File: config.mk
export PLATFORM = sky130hd
export DESIGN_NAME = sched_cmd_merge_q
export DESIGN_NICKNAME = d
export VERILOG_FILES = /design/src/rtl/sched_cmd_merge_q.sv
export SDC_FILE = /design/constraint.sdc
export NUM_CORES = 1
export LEC_CHECK = 0
export ABC_AREA = 1
export CAP_MARGIN = 20
export CELL_PAD_IN_SITES_DETAIL_PLACEMENT = 1
export CELL_PAD_IN_SITES_GLOBAL_PLACEMENT = 1
export CORE_ASPECT_RATIO = 0.8
export CORE_UTILIZATION = 45
export DETAILED_ROUTE_END_ITERATION = 10
export PLACE_DENSITY_LB_ADDON = 0.1
export SYNTH_ARGS = -nofsm -noshare
export SYNTH_HDL_FRONTEND = slang
export SYNTH_SLANG_ARGS = --single-unit
export TNS_END_PERCENT = 1
File: constraint.sdc
create_clock -name clk -period 20.4 [get_ports clk]
set_clock_uncertainty 0.05 [all_clocks]
set_input_delay 4.08 -clock clk [delete_from_list [all_inputs] [get_ports clk]]
set_output_delay 4.08 -clock clk [all_outputs]
set_load 0.02 [all_outputs]
File: src/rtl/sched_cmd_merge_q.sv
// sched_cmd_merge_q
//
// Buffers scheduler commands from two producers and hands them, one per
// handshake, to the scheduler state-table update stage. Source 0 is the
// application data-pending path and source 1 the receive/timer path. A
// command for the same flow as the most recently written (tail) entry is
// folded into that entry, which cuts down on table write traffic.
//
// Command word layout (MSB to LSB), CMD_W = FLOWID_W + 3*(2+TS_W):
//   flowid[FLOWID_W] | rt{cmd[2],ts[TS_W]} | ack{cmd[2],ts[TS_W]} | data{cmd[2],ts[TS_W]}
//   cmd encoding: 2'd0 = NOP, 2'd1 = SET, 2'd2 = CLEAR
//
// Ports:
//   clk           in   single clock
//   rst_n         in   asynchronous active-low reset
//   src0_cmd_val  in   source 0 request valid
//   src0_cmd      in   source 0 command word
//   src0_cmd_rdy  out  source 0 accepted when high together with src0_cmd_val
//   src1_cmd_val  in   source 1 request valid
//   src1_cmd      in   source 1 command word
//   src1_cmd_rdy  out  source 1 accepted when high together with src1_cmd_val
//   sched_cmd_val out  head entry valid (registered)
//   sched_cmd     out  head entry (registered)
//   sched_cmd_rdy in   consumer takes the head
//   occupancy     out  number of valid entries
//
// DEPTH must be a power of two and at least 2.

module sched_cmd_merge_q #(
    parameter int DEPTH    = 8,
    parameter int FLOWID_W = 10,
    parameter int TS_W     = 16,
    localparam int AW      = $clog2(DEPTH),
    localparam int FIELD_W = 2 + TS_W,
    localparam int CMD_W   = FLOWID_W + 3 * FIELD_W
) (
    input  logic             clk,
    input  logic             rst_n,
    input  logic             src0_cmd_val,
    input  logic [CMD_W-1:0] src0_cmd,
    output logic             src0_cmd_rdy,
    input  logic             src1_cmd_val,
    input  logic [CMD_W-1:0] src1_cmd,
    output logic             src1_cmd_rdy,
    output logic             sched_cmd_val,
    output logic [CMD_W-1:0] sched_cmd,
    input  logic             sched_cmd_rdy,
    output logic [AW:0]      occupancy
);

    localparam logic [1:0]    CMD_NOP  = 2'd0;
    localparam logic [AW-1:0] PTR_ONE  = AW'(1);
    localparam logic [AW:0]   CNT_ONE  = (AW+1)'(1);
    localparam logic [AW:0]   CNT_TWO  = (AW+1)'(2);
    localparam logic [AW:0]   CNT_FULL = (AW+1)'(DEPTH);

    logic [CMD_W-1:0] r_mem [DEPTH];
    logic [AW-1:0]    r_head;
    logic [AW-1:0]    r_tail;
    logic [AW:0]      r_count;
    logic             r_rr;
    logic             r_out_val;
    logic [CMD_W-1:0] r_out_cmd;

    logic             w_pop;
    logic             w_win1;
    logic             w_win_val;
    logic [CMD_W-1:0] w_win_cmd;
    logic [AW-1:0]    w_tail_prev;
    logic [CMD_W-1:0] w_tail_cmd;
    logic             w_merge_hit;
    logic             w_can_accept;
    logic             w_accept;
    logic             w_alloc;
    logic [AW-1:0]    w_wr_idx;
    logic [CMD_W-1:0] w_wr_data;
    logic [CMD_W-1:0] w_merged;
    logic [AW-1:0]    w_next_head;
    logic [AW:0]      w_next_count;
    logic [CMD_W-1:0] w_next_head_data;

    // The output register mirrors "queue non-empty", so it doubles as the
    // pop qualifier; sched_cmd_rdy is ignored while empty.
    assign w_pop = r_out_val & sched_cmd_rdy;

    // Source 1 wins when it is alone or when both are valid and rr points at it.
    assign w_win1    = src1_cmd_val & (~src0_cmd_val | r_rr);
    assign w_win_val = src0_cmd_val | src1_cmd_val;
    assign w_win_cmd = w_win1 ? src1_cmd : src0_cmd;

    // Merge target is the most recently written entry. Requiring two entries
    // keeps the presented head entry out of reach of a merge.
    assign w_tail_prev  = r_tail - PTR_ONE;
    assign w_tail_cmd   = r_mem[w_tail_prev];
    assign w_merge_hit  = w_win_val & (r_count >= CNT_TWO) &
                          (w_win_cmd[CMD_W-1 -: FLOWID_W] == w_tail_cmd[CMD_W-1 -: FLOWID_W]);
    assign w_can_accept = (r_count < CNT_FULL) | w_merge_hit | w_pop;
    assign w_accept     = w_win_val & w_can_accept;
    assign w_alloc      = w_accept & ~w_merge_hit;

    // A source that is not valid still reports rdy when it would have won.
    assign src0_cmd_rdy = (~src1_cmd_val | ~r_rr) & w_can_accept;
    assign src1_cmd_rdy = (~src0_cmd_val |  r_rr) & w_can_accept;

    // Per-field merge: a non-NOP incoming field replaces the stored
    // {cmd, timestamp}; NOP fields and the flowid keep the stored value.
    always_comb begin
        w_merged = w_tail_cmd;
        for (int k = 0; k < 3; k++) begin
            if (w_win_cmd[k*FIELD_W + TS_W +: 2] != CMD_NOP) begin
                w_merged[k*FIELD_W +: FIELD_W] = w_win_cmd[k*FIELD_W +: FIELD_W];
            end
        end
    end

    assign w_wr_idx  = w_merge_hit ? w_tail_prev : r_tail;
    assign w_wr_data = w_merge_hit ? w_merged : w_win_cmd;

    // Next-state count; allocate and pop together leave it unchanged,
    // which is what makes a full queue with a pop able to take a new entry.
    always_comb begin
        w_next_count = r_count;
        if (w_alloc & ~w_pop) begin
            w_next_count = r_count + CNT_ONE;
        end else if (~w_alloc & w_pop) begin
            w_next_count = r_count - CNT_ONE;
        end
    end

    assign w_next_head = w_pop ? (r_head + PTR_ONE) : r_head;

    // The output register loads the next head entry. When that slot is being
    // written this very cycle (empty queue, or pop of the last entry, or a
    // merge into the entry about to become head) the write data is bypassed
    // so there is no bubble.
    assign w_next_head_data = (w_accept && (w_wr_idx == w_next_head)) ?
                              w_wr_data : r_mem[w_next_head];

    // Entry storage carries no reset; validity is tracked by the count only.
    always_ff @(posedge clk) begin
        if (w_accept) begin
            r_mem[w_wr_idx] <= w_wr_data;
        end
    end

    // Pointers, count, round-robin state and the registered head view.
    always_ff @(posedge clk or negedge rst_n) begin
        if (!rst_n) begin
            r_head    <= '0;
            r_tail    <= '0;
            r_count   <= '0;
            r_rr      <= 1'b0;
            r_out_val <= 1'b0;
            r_out_cmd <= '0;
        end else begin
            if (w_pop) begin
                r_head <= r_head + PTR_ONE;
            end
            if (w_alloc) begin
                r_tail <= r_tail + PTR_ONE;
            end
            r_count <= w_next_count;
            if (w_accept) begin
                r_rr <= ~w_win1;
            end
            r_out_val <= (w_next_count != '0);
            r_out_cmd <= (w_next_count != '0) ? w_next_head_data : '0;
        end
    end

    assign sched_cmd_val = r_out_val;
    assign sched_cmd     = r_out_cmd;
    assign occupancy     = r_count;

endmodule

==> run summary, run 1 <==
Finish
- fin area: 0.03494 mm²
- filler cell count in the final layout: 7506
- post-layout instance count excluding filler cells: 4343
- share of cells above drive strength 1: 5.168%
- area growth from synthesis to layout: 14.97%
- antenna diode count: 0
- final core utilization: 52.77%
- Final #Nets: 3571

Drt
- DRC violations left: 0
- final routed wire length divided by cell count: 24.19 µm
- routed via count divided by cell count: 5.925
- total via count after detailed routing: 25730
- DRC marker count from the first detailed-route iteration: 2329
- Routed Antenna Nets: 0
- Final Routed Wirelength: 105100 µm
- number of iterations in the first detailed-routing pass: 6

Placed design
- Post-Place Cell Area: 0.03287 mm²
- DP HPWL: 57960 µm
- cell total after placement: 4229
- Final Wtd Congestion: 0.8161
- port bufs: 203

CTS
- CTS tree: built
- number of H-tree levels: 2
- cells resized by post-CTS repair: 0
- clock sink count: 588
- clock edge transition at the registers on the reported setup and hold paths: 0.06 ns
- clock latency reported for the late side of the worst-skew pair: 0.65 ns
- # hold bufs at CTS: 0
- Post-CTS Setup Repair Bufs: 0
- cell at the root of the clock tree: sky130_fd_sc_hd__clkbuf_16
- worst-case clock buffer depth: 3
- cts bufs inserted: 61

Flow run
- maxcap violations: 0

Global routing
- overall track demand over capacity in global routing: 30.31%
- number of antenna violations at the first check in global routing: 1
- maximum number of pins on one net before global-route repair: 101
- number of global-route vias before repair: 27140
- global-route wire length before repair: 159300 µm
- residual overflow from global routing: 0

Yosys
- Post-Syn Area per Cell: 9.047 µm²
- Yosys reg bits: 588
- count of unique library cells instantiated by Yosys: 38
- Yosys warnings: 0
- Post-Synthesis Net Count: 3498
- total standard cell area after synthesis: 0.03039 mm²
- sequential-to-total area share from yosys stat: 56.85%
- post-synthesis instance total: 3359

STA
- unrepaired setup endpoints after global routing: no
- final total negative setup slack: 0 ns
- Tmin final: 11.86 ns
- Setup Viol. Count Final: 0
- f_max: 84.31 MHz
- period utilisation layout: 58.14%
- worst-margin pin slew: 1.187 ns
- worst slew margin relative to its limit: 20.86%
- max-slew violation total from the final report: 0
- Hold Violations, Final: 0

Critical path
- maximum net fanout on the critical path: 40
- data required time at the worst endpoint: 16.27 ns
- flop2flop setup slack: 12.86 ns
- worst path arrival time: 7.73 ns
- startpoint kind of the worst setup timing path: input port
- delay of the slowest critical-path stage: 0.62 ns
- Slowest cell on crit path: sky130_fd_sc_hd__clkdlybuf4s50_1
- CP endpoint kind: output port
- cells traversed along the worst timing path: clkdlybuf4s50_1 > nand2_1 > nand2_4 > buf_4 > nand2_1 > o21ai_0 > inv_1 > nand2_1 > nand2_1 > nor2_1 > nand2_1 > nor2_2 > nand2_2 > inv_1 > nor2_1 > a21oi_1 > clkdlybuf4s50_1
- classification of the worst setup path: input port to output port
- cell occurring most often along the worst timing path: sky130_fd_sc_hd__nand2_1

Pwr
- P_int: 0.003463 W
- total design power: 0.006732 W
- power density normalized to cell area: 192.7 mW/mm²
- Static Leakage: 14.21 nW
- worst vdd rail ir drop: 155.3 µV
- Clock Power Share: 17.5%
- switching portion of total power: 48.56%
- switching power: 0.003269 W
- part of the power in registers: 26.9%
- combinational fraction of design power: 55.6%

Status
- status: completed

Floorplanning
- num rows: 84
- top-level I/O count: 204
- initial core utilization: 45.90%
- placeable core area: 0.06621 mm²
- chip height: 234.4 µm
- die width: 292.5 µm
- die footprint: 0.06858 mm²

Hold path
- worst min-delay path category: register to register

## through the flow
step	hold slack [ns]	setup slack (ns)
3_5_place_dp	0.5210	8.530
2_1_floorplan	0.4494	10.53
4_1_cts	0.5322	8.507
5_1_grt	0.5857	8.240
6_report	0.5259	8.539
3_3_place_gp	0.5168	8.673
## layer usage
| layer | routed length [µm] | track usage (%) | up-vias |
|---|---|---|---|
| li1 | - | - | 11570 |
| met1 | 44950 | 40.13 | 12960 |
| met2 | 50410 | 51.45 | 996 |
| met3 | 6841 | 3.824 | 204 |
| met4 | 2855 | 10.88 | 2 |
| met5 | 13 | 0 | - |
## registers in the layout, indices dropped and copies added, names as in the netlist
signal and count:
r_mem 512, sched_cmd 64, occupancy 4, r_head 3
r_tail 3, r_rr 1, sched_cmd_val 1
## cell families after synthesis
kind of cell	share of synthesized area, %
adders and majority gates	0.2470
xor gates and xnor gates	0.2553
AOI/OAI and AO/OA	15.76
muxes	2.800
DFF	56.85
buffers and inverters	8.646
and+or+nand+nor	15.45
## critical path: cells and delay by family
kind,cells,cell delay [ns]
buf+inv,5,2.14
simple gates,10,1.09
compound gates,2,0.39
## area by class of cell
| type | instances | area, µm² | share of cell area [%] |
|---|---|---|---|
| repair buffers | 245 | 2345 | 6.711 |
| clock inverters | 40 | 467.9 | 1.339 |
| flip-flops and latches | 588 | 17280 | 49.46 |
| multi-input cells | 2123 | 10610 | 30.36 |
| inverters | 413 | 1565 | 4.480 |
| well taps | 860 | 1076 | 3.080 |
| clock buffers | 74 | 1597 | 4.570 |
## cells in the mapped netlist, drive strengths merged
cell	instances	area share, %
or2	3	0.062
xnor2	3	0.086
o211ai	73	1.8
a22oi	48	1.2
nand2	620	7.7
xor2	5	0.17
o21ai	413	6.8
o221ai	3	0.086
nand3b	6	0.15
nor2	322	4.1
o22ai	58	1.2
mux2i	85	2.8
buf	58	1.4
ha	6	0.25
nand4	2	0.041
or3b	3	0.086
inv	411	5.1
edfxtp	512	51
clkbuf	177	2.2
o221a	6	0.22
nand3	199	3.3
a21oi	268	4.5
dfrtp	76	6.3
clkinv	2	0.025
## power by group through the flow
stage / Combinational, W / Sequential (W) / Clock, W
after floorplan: 0.00234 / 0.00188 / 0
after global placement: 0.00355 / 0.00181 / 0
after detailed placement: 0.00367 / 0.00183 / 0
after CTS: 0.00371 / 0.00181 / 0.00119
after global routing: 0.00405 / 0.00183 / 0.00123
final: 0.00374 / 0.00181 / 0.00118
## worst paths after layout
path | startpoint | to | cells after the start
max in group asynchronous | rst_n | r_tail[0] | 2
min in group asynchronous | rst_n | sched_cmd[60] | 1
min | r_rr | r_rr | 2
min reg2reg | r_rr | r_rr | 2
max | src0_cmd_val | src1_cmd_rdy | 17
max reg2reg | r_tail[0] | r_mem[4][27] | 17
## placed cells by master, fill, tap and decap left out, types with 4 or more instances in the layout
master                            count
sky130_fd_sc_hd__o21ai_0            409
sky130_fd_sc_hd__clkbuf_1            12
sky130_fd_sc_hd__o211ai_1            73
sky130_fd_sc_hd__clkinv_2            10
sky130_fd_sc_hd__o22ai_1             58
sky130_fd_sc_hd__clkbuf_16           62
sky130_fd_sc_hd__xor2_1               4
sky130_fd_sc_hd__buf_4               43
sky130_fd_sc_hd__ha_1                 5
sky130_fd_sc_hd__mux2i_1             85
sky130_fd_sc_hd__a21oi_1            267
sky130_fd_sc_hd__clkinv_1            18
sky130_fd_sc_hd__nor2_4              11
sky130_fd_sc_hd__nand3_1            195
sky130_fd_sc_hd__nand2_1            613
sky130_fd_sc_hd__o221a_2              6
sky130_fd_sc_hd__bufinv_16           11
sky130_fd_sc_hd__dfrtp_1             75
sky130_fd_sc_hd__edfxtp_1           512
sky130_fd_sc_hd__nor2_1             308
sky130_fd_sc_hd__a22oi_1             48
sky130_fd_sc_hd__nand2_2              4
sky130_fd_sc_hd__inv_4                4
sky130_fd_sc_hd__nand3b_1             6
sky130_fd_sc_hd__clkdlybuf4s50_1    202
sky130_fd_sc_hd__inv_1              404
Note: power is estimated with default switching activity, not from simulation.
==> inputs of run 2 (changes only) <==
--- a/config.mk
+++ b/config.mk
@@ -10,7 +10,7 @@
 export CELL_PAD_IN_SITES_DETAIL_PLACEMENT = 1
 export CELL_PAD_IN_SITES_GLOBAL_PLACEMENT = 1
 export CORE_ASPECT_RATIO = 0.8
-export CORE_UTILIZATION = 45
+export CORE_UTILIZATION = 42
 export DETAILED_ROUTE_END_ITERATION = 10
 export PLACE_DENSITY_LB_ADDON = 0.1
 export SYNTH_ARGS = -nofsm -noshare
==> constraint.sdc (replaced) <==
create_clock -name clk -period 10.7 [get_ports clk]
set_clock_uncertainty 0.05 [all_clocks]
set_input_delay 2.14 -clock clk [delete_from_list [all_inputs] [get_ports clk]]
set_output_delay 2.14 -clock clk [all_outputs]
set_load 0.02 [all_outputs]
==> run summary, run 2 (same netlist as run 1, synthesis figures left out) <==
STA
- f_max: 121.5 MHz
- final total negative setup slack: 0 ns, unchanged
- Tmin final: 8.231 ns
- period utilisation layout: 76.92%
- worst slew margin relative to its limit: 19.80%, -1.1 points
- worst-margin pin slew: 1.203 ns, +0.01584 ns
- max-slew violation total from the final report: 0, unchanged
- Setup Viol. Count Final: 0, unchanged
- unrepaired setup endpoints after global routing: no
- Hold Violations, Final: 0, unchanged

Drt
- DRC marker count from the first detailed-route iteration: 1708, -27%
- met3 wire length: 5707 µm, -17%
- final routed wire length divided by cell count: 23.78 µm, -1.7%
- detailed-routed wire length on met2: 51420 µm, +2.0%
- total via count after detailed routing: 25500, -0.91%
- routed via count divided by cell count: 5.770, -2.6%
- Post-Route M1 WL: 45220 µm, +0.59%
- DRC violations left: 0, unchanged
- number of iterations in the first detailed-routing pass: 5, -1
- Routed Antenna Nets: 0, unchanged
- Final Routed Wirelength: 105100 µm, about the same
- highest metal layer with signal wires: met4

Hold path
- worst min-delay path category: register to register
- worst hold path stage count: 2, unchanged
- Hold Startpoint: r_tail[1]

Critical path
- worst reg-to-reg path cell count: 16, -1
- CP endpoint kind: output port
- delay of the slowest critical-path stage: 1.11 ns, +0.49 ns
- startpoint kind of the worst setup timing path: register
- classification of the worst setup path: register to output port
- Slowest cell on crit path: sky130_fd_sc_hd__ha_4
- maximum net fanout on the critical path: 81, +100%
- launching instance or port of the critical path: r_tail[0]
- cells traversed along the worst timing path: inv_6 > ha_4 > inv_4 > nor2_1 > nand2_1 > nand3_1 > nand3_1 > nand2_1 > nand2_1 > nor2_1 > nand2_2 > inv_1 > nor2_1 > a21oi_1 > clkdlybuf4s50_1
- launching point of the worst reg2reg path: r_tail[0]
- worst path arrival time: 6.04 ns, -1.69 ns
- data required time at the worst endpoint: 8.51 ns, -7.76 ns

Floorplanning
- initial core utilization: 42.82%, -3.1 points
- chip height: 242.6 µm, +3.5%
- top-level I/O count: 204, unchanged
- num rows: 87, +3.6%
- die footprint: 0.07344 mm², +7.1%
- placeable core area: 0.07097 mm², +7.2%
- die width: 302.7 µm, +3.5%

CTS
- clock sink count: 588, unchanged
- cts bufs inserted: 66, +8.2%
- cell at the root of the clock tree: sky130_fd_sc_hd__clkbuf_16
- CTS tree: built
- number of H-tree levels: 3, +1
- clock latency reported for the late side of the worst-skew pair: 0.61 ns, -0.04 ns
- Post-CTS Setup Repair Bufs: 0, unchanged
- clock edge transition at the registers on the reported setup and hold paths: 0.06 ns, about the same
- cells resized by post-CTS repair: 0, unchanged
- worst-case clock buffer depth: 3, unchanged
- # hold bufs at CTS: 0, unchanged

Pwr
- power density normalized to cell area: 364.0 mW/mm², +89%
- total design power: 0.01283 W, +91%
- worst vdd rail ir drop: 232.2 µV, +49%
- Static Leakage: 14.27 nW, +0.41%

Global routing
- overall track demand over capacity in global routing: 28.56%, -1.7 points
- number of antenna violations at the first check in global routing: 0, -1
- global-route wire length before repair: 160700 µm, +0.92%
- number of global-route vias before repair: 27390, +0.94%
- residual overflow from global routing: 0, unchanged
- maximum number of pins on one net before global-route repair: 211, +110%

Status
- status: completed

Finish
- Largest register FFs: 512, unchanged
- commonest cells after routing, fill and taps aside: sky130_fd_sc_hd__nand2_1, sky130_fd_sc_hd__edfxtp_1, sky130_fd_sc_hd__o21ai_0
- largest register by flop count: r_mem
- share of cells above drive strength 1: 5.280%, +0.11 points
- most common cell after layout, fill and taps aside: sky130_fd_sc_hd__nand2_1
- area growth from synthesis to layout: 16.00%
- Final #Nets: 3574, +0.084%
- antenna diode count: 0, unchanged

Placed design
- DP HPWL: 58360 µm, +0.69%
- Final Wtd Congestion: 0.8227, +0.81%
- port bufs: 203, unchanged

Flow run
- maxcap violations: 0, unchanged

[run 2: cell count changes in the layout (fill, tap and decap cells not counted)]
cell / delta
sky130_fd_sc_hd__buf_12: +10
sky130_fd_sc_hd__clkinv_8: -1
sky130_fd_sc_hd__bufinv_16: -6
sky130_fd_sc_hd__clkinvlp_4: +3
sky130_fd_sc_hd__clkbuf_16: +7
sky130_fd_sc_hd__buf_16: +3
sky130_fd_sc_hd__clkinv_1: -9
sky130_fd_sc_hd__clkbuf_1: +7
sky130_fd_sc_hd__clkbuf_8: +4
sky130_fd_sc_hd__inv_6: +2
sky130_fd_sc_hd__clkinv_2: -3
sky130_fd_sc_hd__buf_4: -15
[run 2: path summary, 6_finish.rpt]
check	to	slack, ns
max in group asynchronous	r_tail[0]	7.92
setup / recovery	src0_cmd_rdy	2.47
min in group asynchronous	sched_cmd[59]	1.48
hold / removal	r_tail[1]	0.51
hold reg to reg	r_tail[1]	0.51
setup reg to reg	r_mem[4][44]	3.75
[run 2: worst max-delay path, delay by kind of cell, from the launching register on]
| kind | cells | cell delay [ns] |
|---|---|---|
| adders and majority gates | 1 | 1.11 |
| and+or+nand+nor | 9 | 1.29 |
| DFF | 1 | 0.90 |
| buffers and inverters | 4 | 1.90 |
| AOI/OAI and AO/OA | 1 | 0.14 |
[run 2: layout make-up]
class | instances | area (µm²)
fillers | 8064 | 35720
clock buffers | 92 | 1853
flip-flops and latches | 588 | 17280
repair buffers | 243 | 2515
inverters | 413 | 1565
clock inverters | 26 | 262.8
multi-input cells | 2123 | 10610
well taps | 934 | 1169
[run 2: per-stage QoR]
step	worst slack (ns)	cell area (µm²)	hold slack, ns	util, %	cells
finish	2.469	35250	0.5144	49.67	4419
CTS	2.499	35200	0.5149	49.59	4417
global route	2.172	35250	0.5651	49.67	4419
floorplan	3.731	30390	0.4494	-	3359
global placement	2.882	33030	0.4890	46.54	4297
detailed placement	2.756	33080	0.5013	46.61	4299
[run 2: layer usage]
layer  up-vias  track usage [%]
met4         0            9.725
li1      11580                -
met2       814            48.21
met1     12890            37.86
met5         -                0
met3       215            3.482
[run 2: power breakdown]
part / leakage (nW) / internal (W) / switching (W)
clock network: 1.02 / 0.00133 / 0.000938
logic: 7.73 / 0.00214 / 0.00499
registers: 5.52 / 0.00318 / 0.000255
total: 14.3 / 0.00665 / 0.00618
==> inputs of run 3 (changes only) <==
==> constraint.sdc (replaced) <==
create_clock -name clk -period 7.5 [get_ports clk]
set_clock_uncertainty 0.05 [all_clocks]
set_input_delay 1.5 -clock clk [delete_from_list [all_inputs] [get_ports clk]]
set_output_delay 1.5 -clock clk [all_outputs]
set_load 0.02 [all_outputs]
==> run summary, run 3 (same netlist as run 1, synthesis figures left out) <==
Status
- status: completed

Finish
- commonest cells after routing, fill and taps aside: sky130_fd_sc_hd__nand2_1, sky130_fd_sc_hd__edfxtp_1, sky130_fd_sc_hd__o21ai_0
- area growth from synthesis to layout: 15.57%
- Final #Nets: 3581, +0.20%
- share of cells above drive strength 1: 5.608%, +0.33 points
- Largest register FFs: 512, unchanged
- most common cell after layout, fill and taps aside: sky130_fd_sc_hd__nand2_1
- largest register by flop count: r_mem
- antenna diode count: 0, unchanged
- filler cell count in the final layout: 8094, +0.37%
- final core utilization: 49.49%, -0.18 points

Floorplanning
- placeable core area: 0.07097 mm², unchanged
- initial core utilization: 42.82%, unchanged
- chip height: 242.6 µm, unchanged
- die footprint: 0.07344 mm², unchanged
- top-level I/O count: 204, unchanged
- num rows: 87, unchanged
- die width: 302.7 µm, unchanged

Placed design
- port bufs: 203, unchanged
- DP HPWL: 58570 µm, +0.35%
- Post-Place Setup Slack: 1.291 ns, -1.465 ns
- Final Wtd Congestion: 0.7909, -3.9%

STA
- worst-margin pin slew: 1.145 ns, -0.05831 ns
- Tmin final: 6.517 ns
- worst slew margin relative to its limit: 23.69%, +3.9 points
- final total negative setup slack: 0 ns, unchanged
- post-layout worst setup margin: 0.9830 ns, -1.486 ns
- Setup Viol. Count Final: 0, unchanged
- period utilisation layout: 86.89%
- max-slew violation total from the final report: 0, unchanged
- f_max: 153.4 MHz
- unrepaired setup endpoints after global routing: no
- Hold Violations, Final: 0, unchanged

CTS
- number of H-tree levels: 2, -1
- cts bufs inserted: 61, -7.6%
- cell at the root of the clock tree: sky130_fd_sc_hd__clkbuf_16
- worst-case clock buffer depth: 3, unchanged
- clock latency reported for the late side of the worst-skew pair: 0.65 ns, +0.04 ns
- Post-CTS Setup Repair Bufs: 0, unchanged
- clock sink count: 588, unchanged
- # hold bufs at CTS: 0, unchanged
- clock edge transition at the registers on the reported setup and hold paths: 0.06 ns, about the same
- CTS tree: built
- cells resized by post-CTS repair: 0, unchanged

Critical path
- classification of the worst setup path: register to output port
- CP top delay family: buffers and inverters
- data required time at the worst endpoint: 5.95 ns, -2.56 ns
- CP endpoint kind: output port
- startpoint kind of the worst setup timing path: register
- worst path arrival time: 4.97 ns, -1.07 ns
- Slowest cell on crit path: sky130_fd_sc_hd__buf_4
- delay of the slowest critical-path stage: 0.91 ns, -0.20 ns
- cell occurring most often along the worst timing path: sky130_fd_sc_hd__nand2_1
- cells traversed along the worst timing path: inv_6 > buf_4 > nand2_1 > nand2_1 > nand2_1 > nand3_1 > nand2_1 > nand2_1 > nand2_1 > nor2_1 > nand2_1 > nor2_2 > nand2_2 > inv_1 > nor2_1 > a21oi_1 > clkdlybuf4s50_1
- maximum net fanout on the critical path: 82, +1.2%
- Buf/Inv on CP: 4, unchanged

Drt
- Final Routed Wirelength: 105300 µm, +0.22%
- final routed wire length divided by cell count: 23.78 µm, about the same
- routed via count divided by cell count: 5.767, about the same
- total via count after detailed routing: 25540, +0.17%
- number of iterations in the first detailed-routing pass: 5, unchanged
- DRC violations left: 0, unchanged
- Routed Antenna Nets: 0, unchanged
- DRC marker count from the first detailed-route iteration: 1996, +17%

Global routing
- global-route wire length before repair: 160200 µm, -0.32%
- maximum number of pins on one net before global-route repair: 175, -17%
- overall track demand over capacity in global routing: 28.55%, about the same
- number of antenna violations at the first check in global routing: 1, +1
- residual overflow from global routing: 0, unchanged
- number of global-route vias before repair: 27200, -0.69%

Pwr
- power density normalized to cell area: 514.8 mW/mm², +41%
- worst vdd rail ir drop: 476.6 µV, +110%
- Static Leakage: 14.28 nW, about the same
- total design power: 0.01808 W, +41%

Flow run
- maxcap violations: 0, unchanged

Hold path
- worst min-delay path category: register to register

## run 3: cell count changes in the layout (fill, tap and decap cells not counted), moves of 2 or more
cell and delta:
sky130_fd_sc_hd__buf_12 -5, sky130_fd_sc_hd__buf_16 -2, sky130_fd_sc_hd__buf_4 +19, sky130_fd_sc_hd__clkbuf_1 -3, sky130_fd_sc_hd__clkbuf_16 -8, sky130_fd_sc_hd__clkbuf_8 +3
sky130_fd_sc_hd__clkinv_2 +8, sky130_fd_sc_hd__clkinvlp_4 -3, sky130_fd_sc_hd__nand3_1 +2, sky130_fd_sc_hd__nand3_2 -2
## run 3: layout make-up
type                       instances  area [µm²]  share of cell area, %
tap                              934        1169                  3.327
sequential                       588       17280                  49.20
inverter                         413        1565                  4.456
clock buffer                      84        1683                  4.791
multi-input combinational       2123       10600                  30.17
clock inverter                    32       326.6                 0.9298
timing repair buffer             255        2502                  7.125
## run 3: path summary, 6_finish.rpt
kind	startpoint	end	slack, ns	cells past startpoint
max reg2reg	r_tail[0]	sched_cmd[44]	1.79	21
max	r_tail[0]	src0_cmd_rdy	0.98	17
max in group asynchronous	rst_n	r_tail[0]	5.20	2
min	r_tail[1]	r_tail[1]	0.56	2
min in group asynchronous	rst_n	sched_cmd[59]	0.75	1
min reg2reg	r_tail[1]	r_tail[1]	0.56	2
## run 3: worst min-delay path, cell delays in order, from the launching register on
cell and delay [ns]:
sky130_fd_sc_hd__dfrtp_1 0.41, sky130_fd_sc_hd__nand2_1 0.08, sky130_fd_sc_hd__o21ai_0 0.08
## run 3: per-layer routing
metal / vias up / global-route usage, % / routed length (µm)
met4: 0 / 9.503 / 2774
met5: - / 0 / 0
met3: 200 / 3.169 / 5931
met2: 833 / 48.60 / 51580
li1: 11590 / - / -
met1: 12920 / 37.77 / 45020
## run 3: per-stage QoR
step	hold WS, ns	instance area, µm²	std cells
floorplan	0.4494	30390	3359
global placement	0.4869	33080	4311
detailed placement	0.5252	33090	4312
CTS	0.5516	35100	4428
global route	0.6015	35120	4429
finish	0.5616	35120	4429
## run 3: where the power goes
group / internal (W) / total (W) / switching [W]
clock: 0.00177 / 0.00310 / 0.00132
sequential: 0.00455 / 0.00493 / 0.000384
combinational: 0.00304 / 0.0101 / 0.00701
total: 0.00937 / 0.0181 / 0.00872
